### src/rtl/load_extend_unit_if.sv
// -----------------------------------------------------------------------------
// load_extend_unit_if
//   Avalon-style read bus between the load/extend unit (master) and the data
//   memory (slave).
//
//   mem_address      master -> slave  word-aligned byte address
//   mem_read         master -> slave  read request
//   mem_byteenable   master -> slave  all ones while mem_read=1, else zero
//   mem_waitrequest  slave -> master  stall; read completes when low with mem_read
//   mem_readdata     slave -> master  read data, valid in the completing cycle
// -----------------------------------------------------------------------------
interface load_extend_unit_if #(
  parameter int DATA_WIDTH = 32
);
  localparam int BYTES = DATA_WIDTH / 8;

  logic [31:0]           mem_address;
  logic                  mem_read;
  logic [BYTES-1:0]      mem_byteenable;
  logic                  mem_waitrequest;
  logic [DATA_WIDTH-1:0] mem_readdata;

  modport master (
    output mem_address,
    output mem_read,
    output mem_byteenable,
    input  mem_waitrequest,
    input  mem_readdata
  );

  modport slave (
    input  mem_address,
    input  mem_read,
    input  mem_byteenable,
    output mem_waitrequest,
    output mem_readdata
  );
endinterface

### src/rtl/load_extend_unit.sv
// -----------------------------------------------------------------------------
// load_extend_unit
//   Sequential load-data path. On an accepted start it issues one word read,
//   then extracts/aligns/extends the addressed byte or half (LB/LBU/LH/LHU),
//   passes the whole word (LW), or merges a partial word into the old rt value
//   (LWL/LWR). Misaligned or invalid requests finish without a bus access and
//   flag addr_error. Also produces the sign/zero-extended I-type immediate.
//
//   clk, reset      clock, synchronous active-high reset
//   start           accept a request (ignored while busy)
//   funct           000 LB,001 LH,010 LWL,011 LW,100 LBU,101 LHU,110 LWR,111 invalid
//   addr            byte address of the load
//   rt_old          old rt value, merge source for LWL/LWR (sampled with start)
//   immediate       instruction immediate
//   imm_zero_ext    1: zero-extend immediate, 0: sign-extend
//   extended_imm    extended immediate (combinational)
//   bus             read bus (master side)
//   busy            high in every state except IDLE
//   done            one-cycle pulse, result/addr_error valid
//   result          loaded value, held until the next successful load
//   addr_error      with done: misaligned address or invalid funct
// -----------------------------------------------------------------------------
module load_extend_unit #(
  parameter int DATA_WIDTH = 32,
  parameter int IMM_WIDTH  = 16
) (
  input  logic                  clk,
  input  logic                  reset,
  input  logic                  start,
  input  logic [2:0]            funct,
  input  logic [31:0]           addr,
  input  logic [DATA_WIDTH-1:0] rt_old,
  input  logic [IMM_WIDTH-1:0]  immediate,
  input  logic                  imm_zero_ext,
  output logic [DATA_WIDTH-1:0] extended_imm,
  load_extend_unit_if.master    bus,
  output logic                  busy,
  output logic                  done,
  output logic [DATA_WIDTH-1:0] result,
  output logic                  addr_error
);
  localparam int BYTES  = DATA_WIDTH / 8;
  localparam int LANE_W = $clog2(BYTES);

  localparam logic [2:0] F_LB  = 3'b000;
  localparam logic [2:0] F_LH  = 3'b001;
  localparam logic [2:0] F_LWL = 3'b010;
  localparam logic [2:0] F_LW  = 3'b011;
  localparam logic [2:0] F_LBU = 3'b100;
  localparam logic [2:0] F_LHU = 3'b101;
  localparam logic [2:0] F_LWR = 3'b110;
  localparam logic [2:0] F_INV = 3'b111;

  localparam logic [DATA_WIDTH-1:0] ONES = {DATA_WIDTH{1'b1}};

  typedef enum logic [1:0] {
    S_IDLE,
    S_READ,
    S_DONE,
    S_ERR
  } state_t;

  state_t                state_q, state_d;
  logic [2:0]            funct_q;
  logic [31:0]           addr_q;
  logic [DATA_WIDTH-1:0] rt_q;
  logic [DATA_WIDTH-1:0] result_q;

  logic                  accept;
  logic                  complete;
  logic                  req_error;
  logic [DATA_WIDTH-1:0] load_value;

  // Immediate extension is purely combinational.
  assign extended_imm = {{(DATA_WIDTH-IMM_WIDTH){~imm_zero_ext & immediate[IMM_WIDTH-1]}},
                         immediate};

  // Request check on the live inputs, so an error is known in the accept cycle.
  always_comb begin
    req_error = 1'b0;
    case (funct)
      F_INV:        req_error = 1'b1;
      F_LH, F_LHU:  req_error = addr[0];
      F_LW:         req_error = (addr[LANE_W-1:0] != '0);
      default:      req_error = 1'b0;
    endcase
  end

  // Split the read word into little-endian byte lanes.
  logic [7:0] rd_bytes [BYTES];
  genvar gi;
  for (gi = 0; gi < BYTES; gi++) begin : g_lanes
    assign rd_bytes[gi] = bus.mem_readdata[8*gi +: 8];
  end

  logic [LANE_W-1:0] lane;
  logic [7:0]        sel_byte;
  logic [15:0]       sel_half;
  logic [LANE_W+2:0] sh_right;
  logic [LANE_W+2:0] sh_left;

  assign lane     = addr_q[LANE_W-1:0];
  assign sel_byte = rd_bytes[lane];
  // Halves are always even-aligned when they reach the bus, so forcing the
  // lane LSB keeps both indices in range without changing the result.
  assign sel_half = {rd_bytes[lane | LANE_W'(1)], rd_bytes[lane & ~LANE_W'(1)]};
  // 8*k and 8*(BYTES-1-k); ~k equals BYTES-1-k because BYTES is a power of two.
  assign sh_right = {lane, 3'b000};
  assign sh_left  = {~lane, 3'b000};

  always_comb begin
    load_value = bus.mem_readdata;
    case (funct_q)
      F_LB:    load_value = {{(DATA_WIDTH-8){sel_byte[7]}}, sel_byte};
      F_LBU:   load_value = {{(DATA_WIDTH-8){1'b0}}, sel_byte};
      F_LH:    load_value = {{(DATA_WIDTH-16){sel_half[15]}}, sel_half};
      F_LHU:   load_value = {{(DATA_WIDTH-16){1'b0}}, sel_half};
      F_LWL:   load_value = (bus.mem_readdata << sh_left) | (rt_q & ~(ONES << sh_left));
      F_LWR:   load_value = (bus.mem_readdata >> sh_right) | (rt_q & ~(ONES >> sh_right));
      default: load_value = bus.mem_readdata;
    endcase
  end

  // Next-state and outputs.
  always_comb begin
    state_d             = state_q;
    accept              = 1'b0;
    complete            = 1'b0;
    busy                = 1'b1;
    done                = 1'b0;
    addr_error          = 1'b0;
    bus.mem_read        = 1'b0;
    bus.mem_byteenable  = '0;
    case (state_q)
      S_IDLE: begin
        busy = 1'b0;
        if (start) begin
          accept  = 1'b1;
          state_d = req_error ? S_ERR : S_READ;
        end
      end
      S_READ: begin
        bus.mem_read       = 1'b1;
        bus.mem_byteenable = '1;
        if (!bus.mem_waitrequest) begin
          complete = 1'b1;
          state_d  = S_DONE;
        end
      end
      S_DONE: begin
        done    = 1'b1;
        state_d = S_IDLE;
      end
      S_ERR: begin
        done       = 1'b1;
        addr_error = 1'b1;
        state_d    = S_IDLE;
      end
      default: state_d = S_IDLE;
    endcase
  end

  assign bus.mem_address = {addr_q[31:LANE_W], {LANE_W{1'b0}}};
  assign result          = result_q;

  always_ff @(posedge clk) begin
    if (reset) begin
      state_q  <= S_IDLE;
      funct_q  <= '0;
      addr_q   <= '0;
      rt_q     <= '0;
      result_q <= '0;
    end else begin
      state_q <= state_d;
      if (accept) begin
        funct_q <= funct;
        addr_q  <= addr;
        rt_q    <= rt_old;
      end
      if (complete) begin
        result_q <= load_value;
      end
    end
  end
endmodule

### src/flat_wrapper.sv
// flat-port wrapper written by rule: the top's interface ports become plain ports
module load_extend_unit_flat 
#(
  parameter int DATA_WIDTH = 32,
  parameter int IMM_WIDTH  = 16
)
  (clk, reset, start, funct, addr, rt_old, immediate, imm_zero_ext, extended_imm, busy, done, result, addr_error, bus_mem_address, bus_mem_read, bus_mem_byteenable, bus_mem_waitrequest, bus_mem_readdata);
  load_extend_unit_if #(.DATA_WIDTH(DATA_WIDTH)) bus_i ();
  input  logic clk;
  input  logic reset;
  input  logic start;
  input  logic [2:0] funct;
  input  logic [31:0] addr;
  input  logic [DATA_WIDTH-1:0] rt_old;
  input  logic [IMM_WIDTH-1:0] immediate;
  input  logic imm_zero_ext;
  output logic [DATA_WIDTH-1:0] extended_imm;
  output logic busy;
  output logic done;
  output logic [DATA_WIDTH-1:0] result;
  output logic addr_error;
  output wire logic [$bits(bus_i.mem_address)-1:0] bus_mem_address;
  output wire logic [$bits(bus_i.mem_read)-1:0] bus_mem_read;
  output wire logic [$bits(bus_i.mem_byteenable)-1:0] bus_mem_byteenable;
  input wire logic [$bits(bus_i.mem_waitrequest)-1:0] bus_mem_waitrequest;
  input wire logic [$bits(bus_i.mem_readdata)-1:0] bus_mem_readdata;
  assign bus_mem_address = bus_i.mem_address;
  assign bus_mem_read = bus_i.mem_read;
  assign bus_mem_byteenable = bus_i.mem_byteenable;
  assign bus_i.mem_waitrequest = bus_mem_waitrequest;
  assign bus_i.mem_readdata = bus_mem_readdata;
  load_extend_unit #(.DATA_WIDTH(DATA_WIDTH), .IMM_WIDTH(IMM_WIDTH)) u_core (.clk(clk), .reset(reset), .start(start), .funct(funct), .addr(addr), .rt_old(rt_old), .immediate(immediate), .imm_zero_ext(imm_zero_ext), .extended_imm(extended_imm), .bus(bus_i), .busy(busy), .done(done), .result(result), .addr_error(addr_error));
endmodule
### config.mk
export PLATFORM = sky130hd
export DESIGN_NAME = load_extend_unit_flat
export DESIGN_NICKNAME = d
export VERILOG_FILES = /design/src/rtl/load_extend_unit_if.sv /design/src/rtl/load_extend_unit.sv /design/src/flat_wrapper.sv
export SDC_FILE = /design/constraint.sdc
export NUM_CORES = 1
export LEC_CHECK = 0
export CAP_MARGIN = 10
export CORE_UTILIZATION = 50
export DETAILED_ROUTE_END_ITERATION = 16
export GPL_TIMING_DRIVEN = 0
export PLACE_DENSITY = 0.87
export SYNTH_ARGS = -nofsm -noshare
export SYNTH_HDL_FRONTEND = slang
export SYNTH_SLANG_ARGS = --single-unit
### constraint.sdc
create_clock -name clk -period 5.3 [get_ports clk]
set_input_delay 0.53 -clock clk [delete_from_list [all_inputs] [get_ports clk]]
set_output_delay 0.53 -clock clk [all_outputs]
set_load 0.02 [all_outputs]
# [Yosys cells after proc, flatten, opt, wreduce, memory -nomap -nowiden]
# Index checks and enable logic that the tools add are counted.
[word_totals] reg_bits=101 input_bits=120 word_cells=68
[classes] n_eq_ne=14 n_lt_le_gt_ge=3 n_shift=4 n_mux=24 n_bitwise=12 n_reduce_logical=6
[ops] op="32-bit case mux with 6 select lines" n=1
[ops] op="32-bit bitwise AND" n=2
[ops] op="32-bit NOT" n=2
[ops] op="32-bit bitwise OR" n=2
[ops] op="8-bit binary-select mux with 2-bit select" n=3
[ops] op="8-bit 2-to-1 mux" n=6
[ops] op="32-bit by 5-bit << shifter with 32-bit output" n=1
[ops] op="32-bit by 5-bit << shifter with 32-bit output, first input constant" n=1
[ops] op="32-bit by 5-bit right shift with 32-bit output" n=1
[ops] op="32-bit by 5-bit right shift with 32-bit output, first input constant" n=1
[ops] op="3-bit == test, second input constant" n=5
[ops] op="3-bit greater-or-equal comparator, second input constant" n=3
[ops] op="2-bit NOT with 3-bit output" n=3
[ops] op="1-bit 2-to-1 mux" n=8
[ops] op="3-bit by 1-bit == test with 1-bit output, second input constant" n=2
[ops] op="3-bit by 2-bit == test with 1-bit output, second input constant" n=2
[ops] op="2-bit 2-to-1 mux" n=3
[ops] op="2-bit case mux with 3 select lines" n=1
[ops] op="2-bit == test, second input constant" n=2
[ops] op="4-bit 2-to-1 mux" n=1
[ops] op="2-bit != test, second input constant" n=2
[ops] op="2-bit OR reduction" n=2
[ops] op="3-bit zero test" n=1
[ops] op="1-bit case mux with 3 select lines" n=1
[ops] op="other kinds (7)" n=7

# [Depth between registers and ports, before layout]
[depth] ltp_word=6 ltp_mapped=8 ltp_nobuf=4

# [Worst setup path after synthesis]
# No wires, ideal clock.
[synth_path] kind="in2out" start="input port immediate[15]" end="output port extended_imm[17]" required_time_ns=4.770 t_arrival_ns=1.621 path_stages=2 setup_slack_ns=3.149 cell_sequence="nor2b_1 -> buf_4"
[synth_via] elab_chain_cells=1
[synth_rtl] item="from (decl)" line_no="flat_wrapper.sv:15" rtl="input logic [IMM_WIDTH-1:0] immediate;"
[synth_rtl] item="1-bit bitwise AND" line_no="load_extend_unit.sv:75" rtl="assign extended_imm = {{(DATA_WIDTH-IMM_WIDTH){~imm_zero_ext & immediate[IMM_WIDTH-1]}},"
[synth_rtl] item="to (decl)" line_no="flat_wrapper.sv:17" rtl="output logic [DATA_WIDTH-1:0] extended_imm;"
# No other way between the ends.

# [Final worst setup path]
[layout_path] start="input port immediate[15]" end="output port extended_imm[31]"
# Same word-level chain as after synthesis.

==> impl_metrics.ini <==
[cts]
cts_tree = done
numCtsBuffers = 9
root_buffer = clkbuf_16
clock_latency_ns = 0.36
clockBufferDepth = 2
clock-sinks = 101
path_clk_slew_ns = 0.07
post_cts_buffers = 0
cts-htree-levels = 3
hold_buffers = 0
post_cts_resized = 0

[critical_path]
crit_path_start_kind = primary input
r2r_slack_ns = 3.26
cp_max_fo = 16
r2r_cells = 5
reg2reg_to = u_core.result[18]
r2r_start = u_core.funct_q[2]
critPathLaunch = immediate[15]
critical_path.endpoint_type = primary output
worstSetupPathType = in2out
cp.required_ns = 4.77
cp.arrival_ns = 2.57
critPathCapture = extended_imm[31]

[drt]
post_drt_via_cell_ratio = 5.66
avgRoutedWirePerCell_um = 18.2
wl_met1_mm = 8.08
drt-total-wl_mm = 20.7
top_layer = met4
ant_nets = 0
route.vias.total = 6435
met2_length_mm = 9.34
firstDrtPassIters = 6
drc = 0
drtIter0Drc = 685
routed-wl-met3_mm = 2.52

[synth]
seq_area_frac_synth_pct = 31.9
ys_async_sr_fraction_pct = 0
syn_area_sq_um = 6330
synth_cell_type_count = 59
yosysWarnings = 0
synth_ff_type = dfxtp_1
synth_edf_count = 0
synth_area_per_cell_sq_um = 8.49
ys_seq_elements = 101
synthCells = 746

[die]
core_area_sq_um = 12200
row_count = 40
io_pins = 224
start_util_pct = 52.1
die_width_um = 115
dieArea_sq_um = 13100
die_h_um = 115

[placed_design]
dp_hpwl_mm = 15.5
post_dp_cell_area_sq_um = 8610
finalWeightedCongestion = 1.01
port_buffers = 206

[timing]
final.setup.tns_ns = 0
max_clock_freq_ghz = 0.323
hold_violations = 0
fin_worst_skew_ns = 0.00711
report.final.slew_viol_count = 0
setup-violations-final = 0
relSlewSlack_pct = 38.8
max_slew.worst_pin.slew_ns = 0.916
rsz0062_at_grt = no
fin_crit_ns = 3.10
fin_crit_sh_pct = 58.4

[run_status]
status = finished clean

[hold_path]
worstHoldPathType = reg2reg

[power]
peakVddDrop_mv = 0.284
p_leak_uw = 0.00327
power_density_nw_per_um2 = 241

[cells_and_area]
syn_to_final_growth_pct = 40.7
mostFrequentLayoutCell = clkdlybuf4s50_1
final_cell_mix = 206 x clkdlybuf4s50_1, 161 x nand2_1, 101 x dfxtp_1
n_antenna_cell = 0
finalInstanceArea_sq_um = 8920
utilization_pct = 73.3
final_layout_size_suffix_gt1_share_pct = 18.1
nNetsFinal = 1084

[global_route]
grt_pass1_wl_mm = 31.6
grt_pass1_vias = 6100
grt_max_degree = 19
grt_use_total_pct = 31.5
antenna_found_initial = 0
overflow = 0

[job]
max_cap_violations = 0
==> metrics by stage <==
stage          hold WS, ns  std cells  worst slack, ns  total power [uW]
2_1_floorplan        0.433        747             3.15              1210
3_3_place_gp         0.441       1121             2.19              1460
3_5_place_dp         0.447       1121             2.16              1470
4_1_cts              0.457       1137             2.16              2150
5_1_grt              0.472       1137             2.01              2230
6_report             0.454       1137             2.20              2150
==> synthesized netlist by cell type, drive strengths merged (3+ instances only) <==
cell type	number	share of area [%]
a31oi	7	0.69
a22o	6	0.83
nor2b	7	0.69
mux2i	30	4.7
or3b	3	0.41
mux2	25	4.6
a221oi	14	2.0
a22oi	9	1.1
nor2	20	1.4
and3	9	1.0
a21oi	70	5.5
nand2	162	9.9
mux4	17	6.3
nor3	8	0.63
clkbuf	24	1.4
nand2b	15	1.5
o221ai	15	2.1
o21ai	20	1.6
o22ai	9	0.89
o211ai	23	2.7
or3	7	0.69
dfxtp	101	32
a211oi	9	1.1
a21o	7	0.83
buf	104	12
==> logic make-up (layout without fill, tap and decap cells) <==
| family | Yosys count | count (layout) | share of synthesized area, % |
|---|---|---|---|
| other | 1 | 2 | 0.0592 |
| muxes | 72 | 72 | 15.6 |
| and+or+nand+nor | 241 | 241 | 17.7 |
| buffers and inverters | 130 | 352 | 13.5 |
| AOI/OAI and AO/OA | 201 | 201 | 21.2 |
| DFF | 101 | 101 | 31.9 |
==> where the power goes <==
group / switching, uW / internal [uW] / total, uW
Clock: 314 / 373 / 686
Combinational: 315 / 311 / 627
Sequential: 32.3 / 805 / 837
Total: 661 / 1490 / 2150
==> layout make-up <==
type	count	area, sq um
clock buffers	9	225
flip-flops and latches	101	2020
well taps	168	210
multi-input cells	516	3460
fillers	942	3250
repair buffers	206	2060
inverters	2	7.51
clock inverters	7	80.1
plain buffers	128	847
==> worst min-delay path by stage <==
stage / cells after the start / slack, ns / end / from
4_1_cts: 2 / 0.46 / u_core.addr_q[27] / u_core.addr_q[27]
3_5_place_dp: 2 / 0.45 / u_core.addr_q[17] / u_core.addr_q[17]
3_3_place_gp: 2 / 0.44 / u_core.addr_q[10] / u_core.addr_q[10]
2_1_floorplan: 2 / 0.43 / u_core.rt_q[30] / u_core.rt_q[30]
6_report: 2 / 0.45 / u_core.addr_q[27] / u_core.addr_q[27]
5_1_grt: 2 / 0.47 / u_core.addr_q[27] / u_core.addr_q[27]
==> sequential cells by signal, indices dropped and copies added, names as in the netlist <==
signal,count
u_core.rt_q,32
u_core.state_q,2
u_core.funct_q,3
u_core.addr_q,32
u_core.result,32
==> worst max-delay path, stage by stage <==
cell	delay, ns
clkdlybuf4s50_1	0.47
nor2b_1	0.73
buf_4	0.23
clkdlybuf4s50_1	0.60
==> routing by layer <==
metal | vias up | track usage (%)
met5 | - | 0
met4 | 0 | 13.2
met3 | 85 | 10.2
met2 | 452 | 50.6
met1 | 2852 | 38.9
li1 | 3046 | -
Note: power is estimated with default switching activity, not from simulation.
